## src/rtl/alu_sequencer_pkg.sv

```systemverilog
// Shared opcode values, FSM state encodings and flag layout for alu_sequencer.
package alu_sequencer_pkg;

  localparam int DATA_W = 8;

  typedef enum logic [3:0] {
    OP_NOT = 4'h0,
    OP_XOR = 4'h1,
    OP_OR  = 4'h2,
    OP_AND = 4'h3,
    OP_SUB = 4'h4,
    OP_ADD = 4'h5,
    OP_RR  = 4'h6,
    OP_RL  = 4'h7,
    OP_DEC = 4'h8,
    OP_INC = 4'h9,
    OP_LD  = 4'hA,
    OP_ST  = 4'hB,
    OP_JMP = 4'hC,
    OP_JZ  = 4'hD,
    OP_JC  = 4'hE,
    OP_HLT = 4'hF
  } opcode_e;

  typedef enum logic [2:0] {
    S_IDLE   = 3'd0,
    S_FETCH  = 3'd1,
    S_DECODE = 3'd2,
    S_EXEC   = 3'd3,
    S_WB     = 3'd4,
    S_FETCH2 = 3'd5,
    S_HALT   = 3'd6
  } state_e;

  typedef struct packed {
    logic s;
    logic p;
    logic ov;
    logic cy;
    logic z;
  } flags_t;

  function automatic logic is_alu_op(input opcode_e op);
    return op <= OP_INC;
  endfunction

  function automatic logic is_jump(input opcode_e op);
    return (op == OP_JMP) || (op == OP_JZ) || (op == OP_JC);
  endfunction

endpackage

```

## src/rtl/alu_sequencer.sv

```systemverilog
// Multi-cycle fetch/decode/execute sequencer driving an external ALU and register file.
// Define ALU_SEQ_JUMP_EN to enable two-word JMP/JZ/JC; otherwise they execute as NOPs.
module alu_sequencer
  import alu_sequencer_pkg::*;
#(
  parameter int PC_W = 8
) (
  input  logic              clk,
  input  logic              rst_n,
  input  logic              start,
  output logic              busy,
  output logic              done,
  output logic [PC_W-1:0]   pmem_addr,
  output logic              pmem_rd,
  input  logic [DATA_W-1:0] pmem_data,
  output logic [3:0]        rf_addr,
  input  logic [DATA_W-1:0] rf_rdata,
  output logic              rf_we,
  output logic [DATA_W-1:0] rf_wdata,
  output logic [3:0]        alu_instr_code,
  output logic [DATA_W-1:0] alu_acc,
  input  logic [DATA_W-1:0] alu_result,
  input  logic              alu_z,
  input  logic              alu_cy,
  input  logic              alu_ov,
  input  logic              alu_p,
  input  logic              alu_s,
  output logic [4:0]        flags
);

  localparam logic [PC_W-1:0] PC_ONE = {{(PC_W-1){1'b0}}, 1'b1};

  state_e            state;
  logic [PC_W-1:0]   pc;
  logic [DATA_W-1:0] ir;
  logic [DATA_W-1:0] acc;
  flags_t            flg;
  opcode_e           op;

  assign op             = opcode_e'(ir[7:4]);
  assign pmem_addr      = pc;
  assign rf_addr        = ir[3:0];
  assign alu_instr_code = ir[7:4];
  assign alu_acc        = acc;
  assign flags          = flg;

  always_ff @(posedge clk or negedge rst_n) begin
    if (!rst_n) begin
      state    <= S_IDLE;
      pc       <= '0;
      ir       <= '0;
      acc      <= '0;
      flg      <= '0;
      busy     <= 1'b0;
      done     <= 1'b0;
      pmem_rd  <= 1'b0;
      rf_we    <= 1'b0;
      rf_wdata <= '0;
    end else begin
      case (state)
        S_IDLE: begin
          if (start) begin
            state   <= S_FETCH;
            pmem_rd <= 1'b1;
            busy    <= 1'b1;
          end
        end
        S_FETCH: begin
          state   <= S_DECODE;
          pmem_rd <= 1'b0;
        end
        S_DECODE: begin
          ir    <= pmem_data;
          pc    <= pc + PC_ONE;
          state <= S_EXEC;
        end
        S_EXEC: begin
`ifdef ALU_SEQ_JUMP_EN
          // Jumps detour through FETCH2 to read their target word at the incremented pc
          if (is_jump(op)) begin
            state   <= S_FETCH2;
            pmem_rd <= 1'b1;
          end else
`endif
          begin
            state <= S_WB;
            if (op == OP_ST) begin
              rf_we    <= 1'b1;
              rf_wdata <= acc;
            end
          end
        end
        S_FETCH2: begin
          state   <= S_WB;
          pmem_rd <= 1'b0;
        end
        S_WB: begin
          rf_we <= 1'b0;
          if (is_alu_op(op)) begin
            acc   <= alu_result;
            flg.z <= alu_z;
            flg.p <= alu_p;
            flg.s <= alu_s;
            if (op == OP_ADD) begin
              flg.cy <= alu_cy;
              flg.ov <= alu_ov;
            end
          end else begin
            case (op)
              OP_LD:  acc <= rf_rdata;
`ifdef ALU_SEQ_JUMP_EN
              OP_JMP: pc <= pmem_data[PC_W-1:0];
              OP_JZ:  pc <= flg.z  ? pmem_data[PC_W-1:0] : pc + PC_ONE;
              OP_JC:  pc <= flg.cy ? pmem_data[PC_W-1:0] : pc + PC_ONE;
`endif
              default: ;
            endcase
          end
          if (op == OP_HLT) begin
            state <= S_HALT;
            busy  <= 1'b0;
            done  <= 1'b1;
          end else begin
            state   <= S_FETCH;
            pmem_rd <= 1'b1;
          end
        end
        S_HALT: begin
          if (start) begin
            pc      <= '0;
            acc     <= '0;
            flg     <= '0;
            state   <= S_FETCH;
            pmem_rd <= 1'b1;
            busy    <= 1'b1;
            done    <= 1'b0;
          end
        end
        default: state <= S_IDLE;
      endcase
    end
  end

endmodule

```

## config.mk

```make
export PLATFORM = sky130hd
export DESIGN_NAME = alu_sequencer
export DESIGN_NICKNAME = d
export VERILOG_FILES = /design/src/rtl/alu_sequencer_pkg.sv /design/src/rtl/alu_sequencer.sv
export SDC_FILE = /design/constraint.sdc
export NUM_CORES = 1
export LEC_CHECK = 0
export CORE_ASPECT_RATIO = 0.75
export CORE_MARGIN = 3
export CORE_UTILIZATION = 50
export CTS_BUF_LIST = sky130_fd_sc_hd__clkbuf_8
export DETAILED_ROUTE_END_ITERATION = 8
export PLACE_DENSITY_LB_ADDON = 0.12
export SETUP_SLACK_MARGIN = 0.15
export SLEW_MARGIN = 5
export SYNTH_ARGS = -nofsm -noshare
export SYNTH_HDL_FRONTEND = slang
export SYNTH_SLANG_ARGS = --single-unit
```

## constraint.sdc

```tcl
create_clock -name clk -period 5.1 [get_ports clk]
set_input_delay 0.51 -clock clk [delete_from_list [all_inputs] [get_ports clk]]
set_output_delay 0.51 -clock clk [all_outputs]
set_load 0.01 [all_outputs]
```

Word-level counts from Yosys, hierarchy flattened
Cells that the tools add are included.

word-level totals
  word-level logic and storage cells = 74
  register bits = 44
  output and inout bits = 41
  bits of input ports = 32

cells by class
  eq/ne operators = 18
  add/sub/neg operators = 1
  magnitude comparators = 1
  muxes and demuxes = 22
  reductions and logical operators = 18

operators by type and width
  kind                                                    count
  case mux 8 bit (2 select lines)                         2
  2-to-1 mux 8 bit                                        3
  case mux 3 bit (5 select lines)                         1
  AND reduction 3 bit                                     5
  == test 4 bit (second input constant)                   3
  inequality test 2 bit (second input constant)           6
  2-to-1 mux 5 bit                                        2
  case mux 5 bit (2 select lines)                         1
  == test 3 bit (second input constant)                   3
  adder 8 x 1 -> 8 bit (second input constant)            1
  nonzero test 2 bit                                      4
  == test 3 x 2 -> 1 bit (second input constant)          2
  2-to-1 mux 1 bit                                        6
  2-to-1 mux 3 bit                                        2
  case mux 1 bit (2 select lines)                         3
  AND reduction 2 bit                                     3
  OR reduction 2 bit                                      3
  == test 4 x 3 -> 1 bit (second input constant)          1
  <= comparator 4 bit (second input constant)             1
  AND reduction 4 bit                                     1
  == test 3 x 1 -> 1 bit (second input constant)          1
  zero test 3 bit                                         1
  inequality test 3 x 2 -> 1 bit (second input constant)  1
  case mux 1 bit (3 select lines)                         1
  other kinds (3)                                         3

Logic depth before layout (Yosys ltp)
  depth in word-level cells = 4
  mapped depth = 5
  mapped depth without buffers = 3

Least setup slack after synthesis
Ideal clock, no wire load.

  kind = register to register
  from = register ir[6]
  to = register rf_wdata[0]
  slack = 3.424 ns
  stages on the path, launching flop included = 5
  required time = 4.975 ns
  arrival = 1.551 ns
  clock period less this slack = 1.676 ns
  setup time = 0.125 ns
  path buffers = 2
  cell sequence = dfrtp_1 -> clkbuf_1 -> or4b_1 -> buf_6 -> mux2_4

between the ends
  word-level cells in the longest chain between the ends = 2

ends and longest elaborated chain
  item                           RTL line             source
  start: declaration             alu_sequencer.sv:35  logic [DATA_W-1:0] ir;
  start signal: assignment       alu_sequencer.sv:73  ir <= pmem_data;
  == test 4 bit                  alu_sequencer.sv:87  if (op == OP_ST) begin
  AND reduction 2 bit (no line)  n/a
  end signal: assignment         alu_sequencer.sv:58  rf_wdata <= '0;
  end signal: assignment         alu_sequencer.sv:89  rf_wdata <= acc;
  end: declaration               alu_sequencer.sv:19  output logic [DATA_W-1:0] rf_wdata,

Every way passes these cells.
A chain may end at the register's enable or synchronous reset.

Worst setup path in the final report
  from = register state[0]
  to = register rf_wdata[4]

between the ends
  word-level cells in the longest chain between the ends = 2

ends and longest elaborated chain
  item                           RTL line             source
  start: declaration             alu_sequencer.sv:33  state_e state;
  start signal: assignment       alu_sequencer.sv:49  state <= S_IDLE;
  start signal: assignment       alu_sequencer.sv:63  state <= S_FETCH;
  start signal: assignment       alu_sequencer.sv:69  state <= S_DECODE;
  == test 3 x 2 -> 1 bit         alu_sequencer.sv:60  case (state)
  AND reduction 2 bit (no line)  n/a

Every way passes these cells.

==> metrics <==
number of maximum-capacitance constraint violations=0; Skew-Pair Late Insertion Delay=0.29 ns; die extent in y=62.0 µm; die width=80.6 µm; count of synthesis-stage warnings from yosys=0; antenna violations before repair=0; transition time at the pin with the least slew margin=1.11 ns; first drt pass iteration count=5; classification of the worst setup path=register to register; simple-gate area share of the yosys netlist=16.2%; top cells by area in the synthesized netlist=sky130_fd_sc_hd__dfrtp_1 53%, sky130_fd_sc_hd__mux2i_1 7.2%, sky130_fd_sc_hd__nand2_1 5.9%; I/O pin count=73; first-pass GRT wire length=7690 µm; Port-buffer cells=72; cell accounting for the most synthesized area=sky130_fd_sc_hd__dfrtp_1; power density over cell area=547 nW/µm²; Worst setup SP type=register; share of the yosys chip area belonging to registers=52.7%; endpoint required time on the critical path=5.27 ns; post-route setup slack=3.02 ns; post-route non-filler standard cell count=318; DRC Markers=0; slowest stage delay, CP=0.74 ns; std cell rows=19; routed length on met1=2220 µm; placed cell area=2820 µm²; post-cts sizing count=0; global placement routability congestion=0.826; RR Startpoint=state[0]; antenna viol nets, final=0; logic depth of the worst register-to-register path=3; final global-route overflow total=0; Total Negative Setup Slacks=0 ns; clock transition at the registers of the reported paths=0.08 ns; maximum number of pins on one net before global-route repair=45; total via count after detailed routing=1698; R2R Setup Slk=3.02 ns; core area=3830 µm²; uppermost layer routed=met4; period utilization=40.7%; net switching fraction of the power=37.0%; proportion of netlist area held by the largest area contributor=52.7%; met2 routed wirelength=2150 µm; final setup violating endpoints=0; hold buffer count at CTS=0; number of vias per cell after detailed routing=5.34; destination of the worst register-to-register timing path=rf_wdata[4]; post-layout net count=299; class of the tightest hold or removal check=input port to asynchronous set/reset pin; fraction of final layout cells with drive strength greater than 1=6.77%; CTS buffer count=5; maximum frequency from static timing analysis=0.482 GHz; first-iteration detailed-routing DRC count=132; sequential group share of total power=41.5%; main combinational cell family by area after synthesis=simple AND/OR/NAND/NOR gates; Layout Area Growth over Synthesis=38.7%; internal power=0.998 mW; count of final hold-check violations=0; ordered cell list for the critical path=nor2b_1, or4b_1, mux2_4; final standard cell area without fillers=2900 µm²; TritonCTS clock tree=yes; proportion of power drawn by the clock network=12.4%; synthesized-area fraction occupied by ao, oa, aoi and oai cells=12.0%; combined area of all synthesized cells=2090 µm²; Post-Synth XOR/XNOR Area=0%; Worst setup EP type=register; Peak supply drop=0.000344 V; final critical path time including I/O delays and setup=2.08 ns; combined global-route utilization of all metal layers=20.2%; combinational group share of total power=46.1%; H-Tree Depth=2; proportion of synthesized area in mux cells=13.5%; Crit path arrival time=2.25 ns; post-CTS setup buffer count=0; pre-CTS worst setup slack=3.07 ns; routed len/inst=14.6 µm; worst rel slew slack=25.5%; Sw Pwr=0.586 mW; area of the die=5000 µm²; count of unique library cells instantiated by Yosys=38; DRT Wirelength=4650 µm; library cell used as clock root buffer=sky130_fd_sc_hd__clkbuf_8; n_diodes=0; Adder-Cell Fraction of Synth Area=0.599%; cell count after synthesis=197; buffer depth of the longest clock path=2; Post-Synthesis Mean Instance Area=10.6 µm²; number of flip-flops and latches in the synthesized netlist=44; outcome=completed; starting density of the core=54.6%; RSZ-0062 raised after global routing=no; TritonCTS Sinks=44; Fill cells=272; standby leakage power=1.40 nW; number of global-route vias before repair=1650; library cell contributing the largest single delay on the critical path=sky130_fd_sc_hd__or4b_1; post-placement cell count=311; maximum fanout encountered on the critical timing path=13; worst setup skew after layout=0.00550 ns; syn_nets=230; Routed met3 length=250 µm; fin. max-slew vios=0; detailed-placement wirelength estimate=3470 µm
==> metal layers <==
metal,vias up,track usage (%)
met1,816,27.7
met4,0,5.54
met2,46,32.8
met3,5,4.90
met5,-,0
li1,831,-
==> worst max-delay path, delay by kind of cell, from the launching register on <==
| kind | cells | cell delay (ns) |
|---|---|---|
| simple gates | 2 | 1.00 |
| mux | 1 | 0.39 |
| flops | 1 | 0.57 |
==> power by group through the flow <==
stage               clock network [mW]  registers [mW]  logic, mW
floorplan                            0           0.665      0.355
global placement                     0           0.655      0.716
detailed placement                   0           0.659      0.734
CTS                              0.200           0.656      0.738
global route                     0.217           0.687      0.803
finish                           0.197           0.657      0.730
==> synthesized netlist by cell type <==
cell,instances
sky130_fd_sc_hd__or4b_1,1
sky130_fd_sc_hd__or3_1,1
sky130_fd_sc_hd__clkbuf_1,5
sky130_fd_sc_hd__o21ai_0,10
sky130_fd_sc_hd__nor2_1,5
sky130_fd_sc_hd__ha_1,1
sky130_fd_sc_hd__a22o_1,1
sky130_fd_sc_hd__nor3b_2,1
sky130_fd_sc_hd__a21oi_1,4
sky130_fd_sc_hd__o21ai_1,1
sky130_fd_sc_hd__o2bb2ai_1,3
sky130_fd_sc_hd__inv_1,13
sky130_fd_sc_hd__buf_6,1
sky130_fd_sc_hd__and4b_1,1
sky130_fd_sc_hd__a31oi_1,3
sky130_fd_sc_hd__and4_1,3
sky130_fd_sc_hd__or3b_1,1
sky130_fd_sc_hd__nand2_1,33
sky130_fd_sc_hd__buf_2,4
sky130_fd_sc_hd__nor2b_1,3
sky130_fd_sc_hd__mux2_2,1
sky130_fd_sc_hd__o211a_1,3
sky130_fd_sc_hd__a211o_1,1
sky130_fd_sc_hd__nand4_1,2
sky130_fd_sc_hd__inv_2,1
sky130_fd_sc_hd__dfrtp_1,44
sky130_fd_sc_hd__nand3_1,6
sky130_fd_sc_hd__mux2_4,8
sky130_fd_sc_hd__a22oi_1,1
sky130_fd_sc_hd__o311a_1,1
sky130_fd_sc_hd__and3_1,1
sky130_fd_sc_hd__o22ai_1,8
sky130_fd_sc_hd__nand2b_1,5
sky130_fd_sc_hd__nor3b_1,2
sky130_fd_sc_hd__nand4b_1,1
sky130_fd_sc_hd__o211ai_1,1
sky130_fd_sc_hd__a41oi_1,1
sky130_fd_sc_hd__mux2i_1,15
==> how the worst max path moves through the flow <==
stage | end | start | depth (start not counted)
3_5_place_dp | rf_wdata[4] | state[0] | 3
2_1_floorplan | rf_wdata[0] | ir[6] | 4
5_1_grt | pmem_addr[6] | state[1] | 3
6_report | rf_wdata[4] | state[0] | 3
4_1_cts | rf_wdata[4] | state[0] | 3
3_3_place_gp | rf_wdata[6] | state[0] | 3
==> registers in the layout (all words and copies together), names as in the netlist <==
signal,flops
alu_acc,8
ir,8
pmem_addr,8
rf_wdata,8
flags,5
state,3
busy,1
done,1
pmem_rd,1
rf_we,1
==> placed cells by master (no fill, tap or decap), types with 2 or more instances in the layout <==
cell                              count
sky130_fd_sc_hd__dfrtp_1             44
sky130_fd_sc_hd__o2bb2ai_1            3
sky130_fd_sc_hd__clkdlybuf4s50_1     71
sky130_fd_sc_hd__clkbuf_8             5
sky130_fd_sc_hd__o22ai_1              8
sky130_fd_sc_hd__and4_1               3
sky130_fd_sc_hd__inv_1               14
sky130_fd_sc_hd__nand4_1              2
sky130_fd_sc_hd__nand2_1             33
sky130_fd_sc_hd__a31oi_1              3
sky130_fd_sc_hd__o211a_1              3
sky130_fd_sc_hd__nor2b_1              3
sky130_fd_sc_hd__mux2_4               8
sky130_fd_sc_hd__nand2b_1             5
sky130_fd_sc_hd__o21ai_1              2
sky130_fd_sc_hd__mux2i_1             15
sky130_fd_sc_hd__nand3_1              6
sky130_fd_sc_hd__a21oi_1              4
sky130_fd_sc_hd__nor3b_1              2
sky130_fd_sc_hd__nor2_1               5
sky130_fd_sc_hd__o21ai_0              9
==> through the flow <==
step | util, % | total power, mW | hold WS (ns)
floorplan | - | 1.02 | 0.214
global placement | 73.7 | 1.37 | 0.459
detailed placement | 73.7 | 1.39 | 0.461
CTS | 75.7 | 1.59 | 0.391
global route | 75.7 | 1.71 | 0.434
finish | 75.7 | 1.58 | 0.356
==> cell families after synthesis <==
family / Yosys count
simple gates: 66
flops: 44
compound gates: 38
buf+inv: 24
mux: 24
fa+ha+maj: 1
==> layout make-up <==
| cell class | instances | area [µm²] | share of cell area [%] |
|---|---|---|---|
| clock inverter | 2 | 8.76 | 0.302 |
| sequential | 44 | 1100 | 38.0 |
| clock buffer | 5 | 68.8 | 2.38 |
| multi-input combinational | 129 | 885 | 30.5 |
| inverter | 14 | 52.6 | 1.81 |
| tap | 52 | 65.1 | 2.25 |
| timing repair buffer | 72 | 716 | 24.7 |
(Power assumes the default switching activity.)
